**config.mk**
```make
export PLATFORM = sky130hd
export DESIGN_NAME = adsr
export DESIGN_NICKNAME = d
export VERILOG_FILES = /design/src/rtl/adsr_pkg.sv /design/src/rtl/adsr.sv
export SDC_FILE = /design/constraint.sdc
export NUM_CORES = 1
export LEC_CHECK = 0
export ABC_AREA = 1
export BUFFER_PORTS_ARGS = -buffer_cell sky130_fd_sc_hd__buf_2
export CAP_MARGIN = 20
export CELL_PAD_IN_SITES_DETAIL_PLACEMENT = 0
export CELL_PAD_IN_SITES_GLOBAL_PLACEMENT = 1
export CORE_MARGIN = 3
export CORE_UTILIZATION = 44
export CTS_BUF_LIST = sky130_fd_sc_hd__clkbuf_4 sky130_fd_sc_hd__clkbuf_8 sky130_fd_sc_hd__clkbuf_16
export DETAILED_ROUTE_END_ITERATION = 6
export PLACE_DENSITY_LB_ADDON = 0.12
export SLEW_MARGIN = 20
export SYNTH_ARGS = -nofsm -noshare
export SYNTH_HDL_FRONTEND = slang
export SYNTH_SLANG_ARGS = --single-unit
```
**constraint.sdc**
```tcl
create_clock -name clock -period 12.3 [get_ports clock]
set_clock_uncertainty 0.05 [all_clocks]
set_input_delay 0.615 -clock clock [delete_from_list [all_inputs] [get_ports clock]]
set_output_delay 0.615 -clock clock [all_outputs]
set_load 0.03 [all_outputs]
```
**src/rtl/adsr_pkg.sv**
```systemverilog
// Shared types and helpers for the ADSR envelope generator.
package adsr_pkg;

  // Envelope phase; IDLE is the only silent state.
  typedef enum logic [2:0] {
    StIdle,
    StAttack,
    StDecay,
    StSustain,
    StRelease
  } state_e;

  // Fixed-point representation of 1.0 for a given number of fractional bits.
  function automatic longint unsigned one_of(input int unsigned frac_bits);
    return 64'd1 << frac_bits;
  endfunction

endpackage

```
**src/rtl/adsr.sv**
```systemverilog
// Per-sample linear ADSR envelope generator. One clock edge = one audio sample.
// out is an unsigned magnitude in [0, ONE] carried in a signed fixed-point port.
module adsr
  import adsr_pkg::*;
#(
  parameter int unsigned TOTAL_BITS      = 32,
  parameter int unsigned FRACTIONAL_BITS = 16
) (
  input  logic                  clock,
  input  logic                  reset,
  input  logic [TOTAL_BITS-1:0] a,
  input  logic [TOTAL_BITS-1:0] d,
  input  logic [TOTAL_BITS-1:0] s,
  input  logic [TOTAL_BITS-1:0] r,
  input  logic                  gate,
  output logic [TOTAL_BITS-1:0] out,
  output logic                  active
);

  localparam int unsigned W  = TOTAL_BITS;
  // One guard bit so out + step never wraps before the ONE comparison.
  localparam int unsigned WE = TOTAL_BITS + 1;

  localparam logic [WE-1:0] OneExt = WE'(one_of(FRACTIONAL_BITS));
  localparam logic [W-1:0]  One    = OneExt[W-1:0];

  // Negative signed values are treated as a zero magnitude.
  function automatic logic [WE-1:0] mag(input logic [W-1:0] v);
    return v[W-1] ? '0 : {1'b0, v};
  endfunction

  // Saturating subtract that floors at zero instead of wrapping.
  function automatic logic [WE-1:0] sat_sub(input logic [WE-1:0] x, input logic [WE-1:0] y);
    return (y >= x) ? '0 : x - y;
  endfunction

  state_e        state_q;
  logic [W-1:0]  out_q;
  logic          active_q;
  logic          gate_q;

  logic [WE-1:0] a_mag, d_mag, s_mag, r_mag, s_cl;
  logic [WE-1:0] out_ext, att_sum, dec_val, rel_val;
  logic          rise, fall;

  // Ramp arithmetic for every phase, evaluated from the current sample's inputs.
  always_comb begin
    a_mag   = mag(a);
    d_mag   = mag(d);
    s_mag   = mag(s);
    r_mag   = mag(r);
    s_cl    = (s_mag > OneExt) ? OneExt : s_mag;
    out_ext = {1'b0, out_q};
    att_sum = out_ext + a_mag;
    dec_val = sat_sub(out_ext, d_mag);
    rel_val = sat_sub(out_ext, r_mag);
    rise    = gate & ~gate_q;
    fall    = ~gate & gate_q;
  end

  // Envelope FSM: gate edges take precedence over the ramp update in each phase.
  always_ff @(posedge clock or negedge reset) begin
    if (!reset) begin
      state_q  <= StIdle;
      out_q    <= '0;
      active_q <= 1'b0;
      gate_q   <= 1'b0;
    end else begin
      gate_q <= gate;
      unique case (state_q)
        StIdle: begin
          out_q <= '0;
          if (rise) begin
            state_q  <= StAttack;
            active_q <= 1'b1;
          end
        end
        StAttack: begin
          if (fall) begin
            state_q <= StRelease;
          end else if (att_sum >= OneExt) begin
            out_q   <= One;
            state_q <= StDecay;
          end else begin
            out_q <= att_sum[W-1:0];
          end
        end
        StDecay: begin
          if (fall) begin
            state_q <= StRelease;
          end else if (dec_val <= s_cl) begin
            out_q   <= s_cl[W-1:0];
            state_q <= StSustain;
          end else begin
            out_q <= dec_val[W-1:0];
          end
        end
        StSustain: begin
          if (fall) begin
            state_q <= StRelease;
          end else begin
            out_q <= s_cl[W-1:0];
          end
        end
        StRelease: begin
          // A retrigger ramps up from the current level rather than from zero.
          if (rise) begin
            state_q <= StAttack;
          end else if (rel_val == '0) begin
            out_q    <= '0;
            state_q  <= StIdle;
            active_q <= 1'b0;
          end else begin
            out_q <= rel_val[W-1:0];
          end
        end
        default: begin
          state_q  <= StIdle;
          out_q    <= '0;
          active_q <= 1'b0;
        end
      endcase
    end
  end

  assign out    = out_q;
  assign active = active_q;

endmodule

```
# Word level (Yosys, flattened, before mapping)
# Index checks and enable logic that the tools add are counted.
# op_classes
eq_ne	14
n_mux	28
reduce_logical	6
n_addsub	3
bitwise_logic	5
n_lt_le_gt_ge	5
# ops
op	count
2-to-1 mux 32 bit	7
2-to-1 mux 31 bit	5
case mux 32 bit (4 select lines)	1
2-to-1 mux 33 bit	2
subtractor 32 x 31 -> 33 bit	2
>= comparator 31 x 32 -> 1 bit	2
adder 32 x 31 -> 33 bit	1
>= comparator 33 x 17 -> 1 bit (second input constant)	1
<= comparator 33 x 31 -> 1 bit	1
zero test 33 bit	1
greater-than comparator 31 x 17 -> 1 bit (second input constant)	1
2-to-1 mux 3 bit	8
case mux 3 bit (5 select lines)	1
inequality test 2 bit (second input constant)	7
inequality test 3 bit (second input constant)	3
AND reduction 4 bit	2
equality test 3 x 2 -> 1 bit (second input constant)	2
AND reduction 5 bit	1
equality test 3 x 1 -> 1 bit (second input constant)	1
equality test 3 bit (second input constant)	1
zero test 3 bit	1
2-to-1 mux 1 bit	3
NOT 1 bit	3
case mux 1 bit (3 select lines)	1
other kinds (2)	3
# totals
regBits	37
wordCells	65
output_inout_bits	33

# Logic depth before layout (Yosys ltp)
# logic_depth
ltp_word	7
ltp_mapped	36
ltp_nobuf	35

# Worst setup path before layout
# No wires, ideal clock.
# synth_timing
path_type	in2reg
startpoint	input port d[31]
endpoint	register out_q[16] (netlist: out[16])
n_path_buf	4
t_arrival_ns	4.334
stages	36
required_ns	12.133
slack_ns	7.799
cell_sequence	inv_1 clkbuf_1 nand2_1 ha_1 nand2_1 inv_1 a21oi_2 nor2_1 nor3_2 nand2_1 nand2_1 nand3_2 nand2_4 buf_2 buf_1 nor2_1 ha_1 a21oi_1 o21ai_0 nand2_1 nand2_1 nand2_1 nand4_1 nand2_1 nand2_1 nand2_1 nand2_1 nand2_1 nand2_4 inv_2 buf_6 nand2_1 nand3_1 nand3b_1 nand2_1 nand2_1
# synth_between
elab_chain_len	7
# synth_rtl
item	line_no	text
start: declaration	adsr.sv:12	input logic [TOTAL_BITS-1:0] d,
2-to-1 mux 31 bit *	adsr.sv:29	return v[W-1] ? '0 : {1'b0, v};
subtractor 32 x 31 -> 33 bit / >= comparator 31 x 32 -> 1 bit (equally long branches)	adsr.sv:34	return (y >= x) ? '0 : x - y;
2-to-1 mux 33 bit *	adsr.sv:34	
<= comparator 33 x 31 -> 1 bit	adsr.sv:91	end else if (dec_val <= s_cl) begin
2-to-1 mux 32 bit *	adsr.sv:91	
2-to-1 mux 32 bit *	adsr.sv:89	if (fall) begin
case mux 32 bit (4 select lines) *	adsr.sv:70	unique case (state_q)
end signal: assignment	adsr.sv:92	out_q <= s_cl[W-1:0];
end signal: assignment	adsr.sv:95	out_q <= dec_val[W-1:0];
end signal: assignment	adsr.sv:102	out_q <= s_cl[W-1:0];
end: declaration	adsr.sv:38	logic [W-1:0] out_q;
# Every way passes the cells marked *; elsewhere a longest branch is shown, timed or not. The select of a mux whose other input is x is not followed.
# A chain may end at the register's enable or synchronous reset.

# Final worst setup path
# layout_timing
startpoint	input port d[31]
endpoint	register out_q[5] (netlist: out[5])
# Same word-level chain as after synthesis.

==> metrics <==
TritonRoute pass-1 iters=6; CP peak stage delay=0.63 ns; Cell Pwr Density=60.7 nW/um^2; # IOs=164; final RePlAce weighted congestion=0.999; register bit count reported by yosys=37; endpoint class of the critical path=register; Register-to-Register Path Depth=32; mux cell area share after synthesis=0; Worst R2R End=out[5]; Setup Fix Bufs, Post-CTS=0; Starting DRT DRC Count=1132; Hold Vio Cnt, Final=0; Synth warnings=0; sequential share of power=0.200; GRT Total Usage=0.320; Die X=164 um; DIE HEIGHT=164 um; post-CTS sizing=0; # rows=57; worst endpoint required time=12.43 ns; Post-Synth Adder-Cell Area=0.148; CTS max path bufs=2; power consumption=740 uW; drt drc=0; Net Sw Power=376 uW; CTS tree=yes; Final nets=2383; DRT met1 WL=19500 um; FFs w/ async S/R, synth=1.00; RSZ-0062 raised after global routing=false; Worst setup SP type=input port; Post-Synthesis Cells=1978; Internal=364 uW; CTS Hold Bufs=0; clk slew on worst S/H paths=0.06 ns; die area=26800 um^2; Worst Path Max Fanout=37; grt total ovfl=0; largest net degree at the start of global routing=38; highest routed layer=met5; Port Buf Inserts=163; antenna viol nets, final=0; fin crit share=0.452; vias in the first global route=11900; Slew Viols, Final=0; Synth top area share=0.231; Avg Cell Area, Syn=5.52 um^2; WS Path Type=in -> reg; Slew @ Worst Pin=0.900 ns; leading post-synthesis cells by cell area=nand2_1 (23%), ha_1 (14%), inv_1 (9.5%); fin crit period=5.56 ns; diodes inserted=0; WL per Instance=18.1 um; largest family of logic cells by synthesized area=simple AND/OR/NAND/NOR gates; Post-synth EDFFs=0; DP Wirelength=37100 um; clk_lat worst skew=0.29 ns; outcome=complete, no violations; CTS Sinks=37; mapped cell area=10900 um^2; Total Wirelength=44500 um; met3 wire len=3370 um; VDD IR-drop max=0.0529 mV; XOR/XNOR share of the synthesized area=0.0400; met2 WL=19600 um; global-route wire length before repair=65600 um; via count=13300; ys flop type=dfrtp_1; H-tree Lvls=2; Critical Path Most Common Cell=nand2_1; initial antenna violation count=2; Slew HR=0.400; CTS root buf=clkbuf_16; RR Startpoint=out[0]; max-capacitance violation count=0; Simple-Gate Fraction of Synth Area=0.463; layout cells sized above 1=0.121; post-synth top area cell=nand2_1; core outline area=24400 um^2; unique cell type count in the Yosys netlist=60; Final setup violation count=0; Leak=7.38 nW; slowest CP cell=inv_1; Comb power frac=0.589; Layout Area Growth over Synthesis=11.6%; WP buf/inv=5; sw frac=0.508; initial core utilization=0.448; fmax=180 MHz; post-synthesis compound-gate area fraction=0.144; WP data arrival=5.69 ns; crit-path leading delay family=simple AND/OR/NAND/NOR gates; Min Hold Slack=0.396 ns; setup_tns=0 ns; TritonCTS Buffers=5; r2r setup slk=7.15 ns; sequential element share of the synthesized area=0.0848; vias per inst=5.42; Clock Power Share=0.211; Min-Delay Path Class=in -> async
logic make-up (layout without fill, tap and decap cells):
logic type,after synthesis,count (layout)
simple gates,1165,1165
compound gates,270,270
xor+xnor,49,49
other cells,1,14
buf+inv,329,464
fa+ha+maj,127,127
flops,37,37
Yosys cell counts (4+ instances only):
| library cell | n |
|---|---|
| nand2_1 | 671 |
| inv_1 | 275 |
| nor2_1 | 199 |
| nand3_1 | 125 |
| ha_1 | 124 |
| a21oi_1 | 110 |
| o21ai_0 | 81 |
| nand4_1 | 51 |
| dfrtp_1 | 37 |
| xor2_1 | 32 |
| nand3b_1 | 28 |
| nor3_1 | 25 |
| clkbuf_1 | 19 |
| nand2_2 | 16 |
| xnor2_1 | 16 |
| nor2_2 | 13 |
| inv_2 | 12 |
| o21bai_1 | 11 |
| a21o_1 | 10 |
| buf_2 | 9 |
| o21ai_1 | 9 |
| nand3_2 | 8 |
| or2_2 | 7 |
| o21a_1 | 6 |
| o22ai_1 | 6 |
| o41ai_1 | 6 |
| buf_4 | 5 |
| buf_6 | 5 |
| a21oi_2 | 4 |
| a31oi_1 | 4 |
| and2_1 | 4 |
| o211ai_1 | 4 |
state kept, by name, indices dropped and copies added, names as in the netlist:
register,flops
out,32
state_q,3
active,1
gate_q,1
routing by layer:
metal  global-route usage  vias to the layer above
met5                    0                        -
met4                0.125                        2
met1                0.427                     5971
met3               0.0385                       89
met2                0.528                      526
li1                     -                     6679
layout by cell type (no fill, tap or decap), types with 10 or more instances in the layout:
cell type / netlist / routed
dfrtp_1: 37 / 37
nor2_1: 199 / 199
xor2_1: 32 / 32
o21bai_1: 11 / 11
inv_1: 275 / 275
conb_1: 1 / 14
buf_2: 9 / 163
nand3b_1: 28 / 28
xnor2_1: 16 / 16
nor2_2: 13 / 13
nand4_1: 51 / 51
nand3_1: 125 / 125
nor3_1: 25 / 24
a21oi_1: 110 / 110
ha_1: 124 / 124
nand2_1: 671 / 671
a21o_1: 10 / 10
nand2_2: 16 / 16
o21ai_0: 81 / 81
inv_2: 12 / 12
final cells by class:
| class | count | area (um^2) |
|---|---|---|
| Tap cell | 324 | 405 |
| Multi-Input combinational cell | 1625 | 8730 |
| Fill cell | 2755 | 12200 |
| Sequential cell | 37 | 926 |
| Timing Repair Buffer | 168 | 861 |
| Inverter | 288 | 1080 |
| Clock buffer | 6 | 139 |
| Clock inverter | 2 | 37.5 |
power by group through the flow:
stage	registers [mW]	logic, mW	clock network [mW]
final	0.148	0.436	0.156
after global routing	0.148	0.482	0.162
after CTS	0.147	0.428	0.156
after detailed placement	0.149	0.426	0
after global placement	0.149	0.425	0
after floorplan	0.146	0.294	0
worst max path at each step:
stage / cells after the start / to / slack (ns) / startpoint
global route: 30 / out[5] / 6.28 / d[31]
global placement: 32 / out[12] / 6.53 / d[31]
floorplan: 36 / out[16] / 7.80 / d[31]
detailed placement: 30 / out[0] / 6.48 / d[31]
finish: 30 / out[5] / 6.74 / d[31]
CTS: 30 / out[5] / 6.73 / d[31]
metrics by stage:
stage / setup slack, ns / utilization / cells / area [um^2]
finish: 6.74 / 0.500 / 2450 / 12200
global route: 6.28 / 0.500 / 2450 / 12200
CTS: 6.73 / 0.499 / 2449 / 12200
detailed placement: 6.48 / 0.492 / 2441 / 12000
global placement: 6.53 / 0.492 / 2441 / 12000
floorplan: 7.80 / - / 1991 / 11000
No activity file was read; power rests on OpenSTA's default activity.
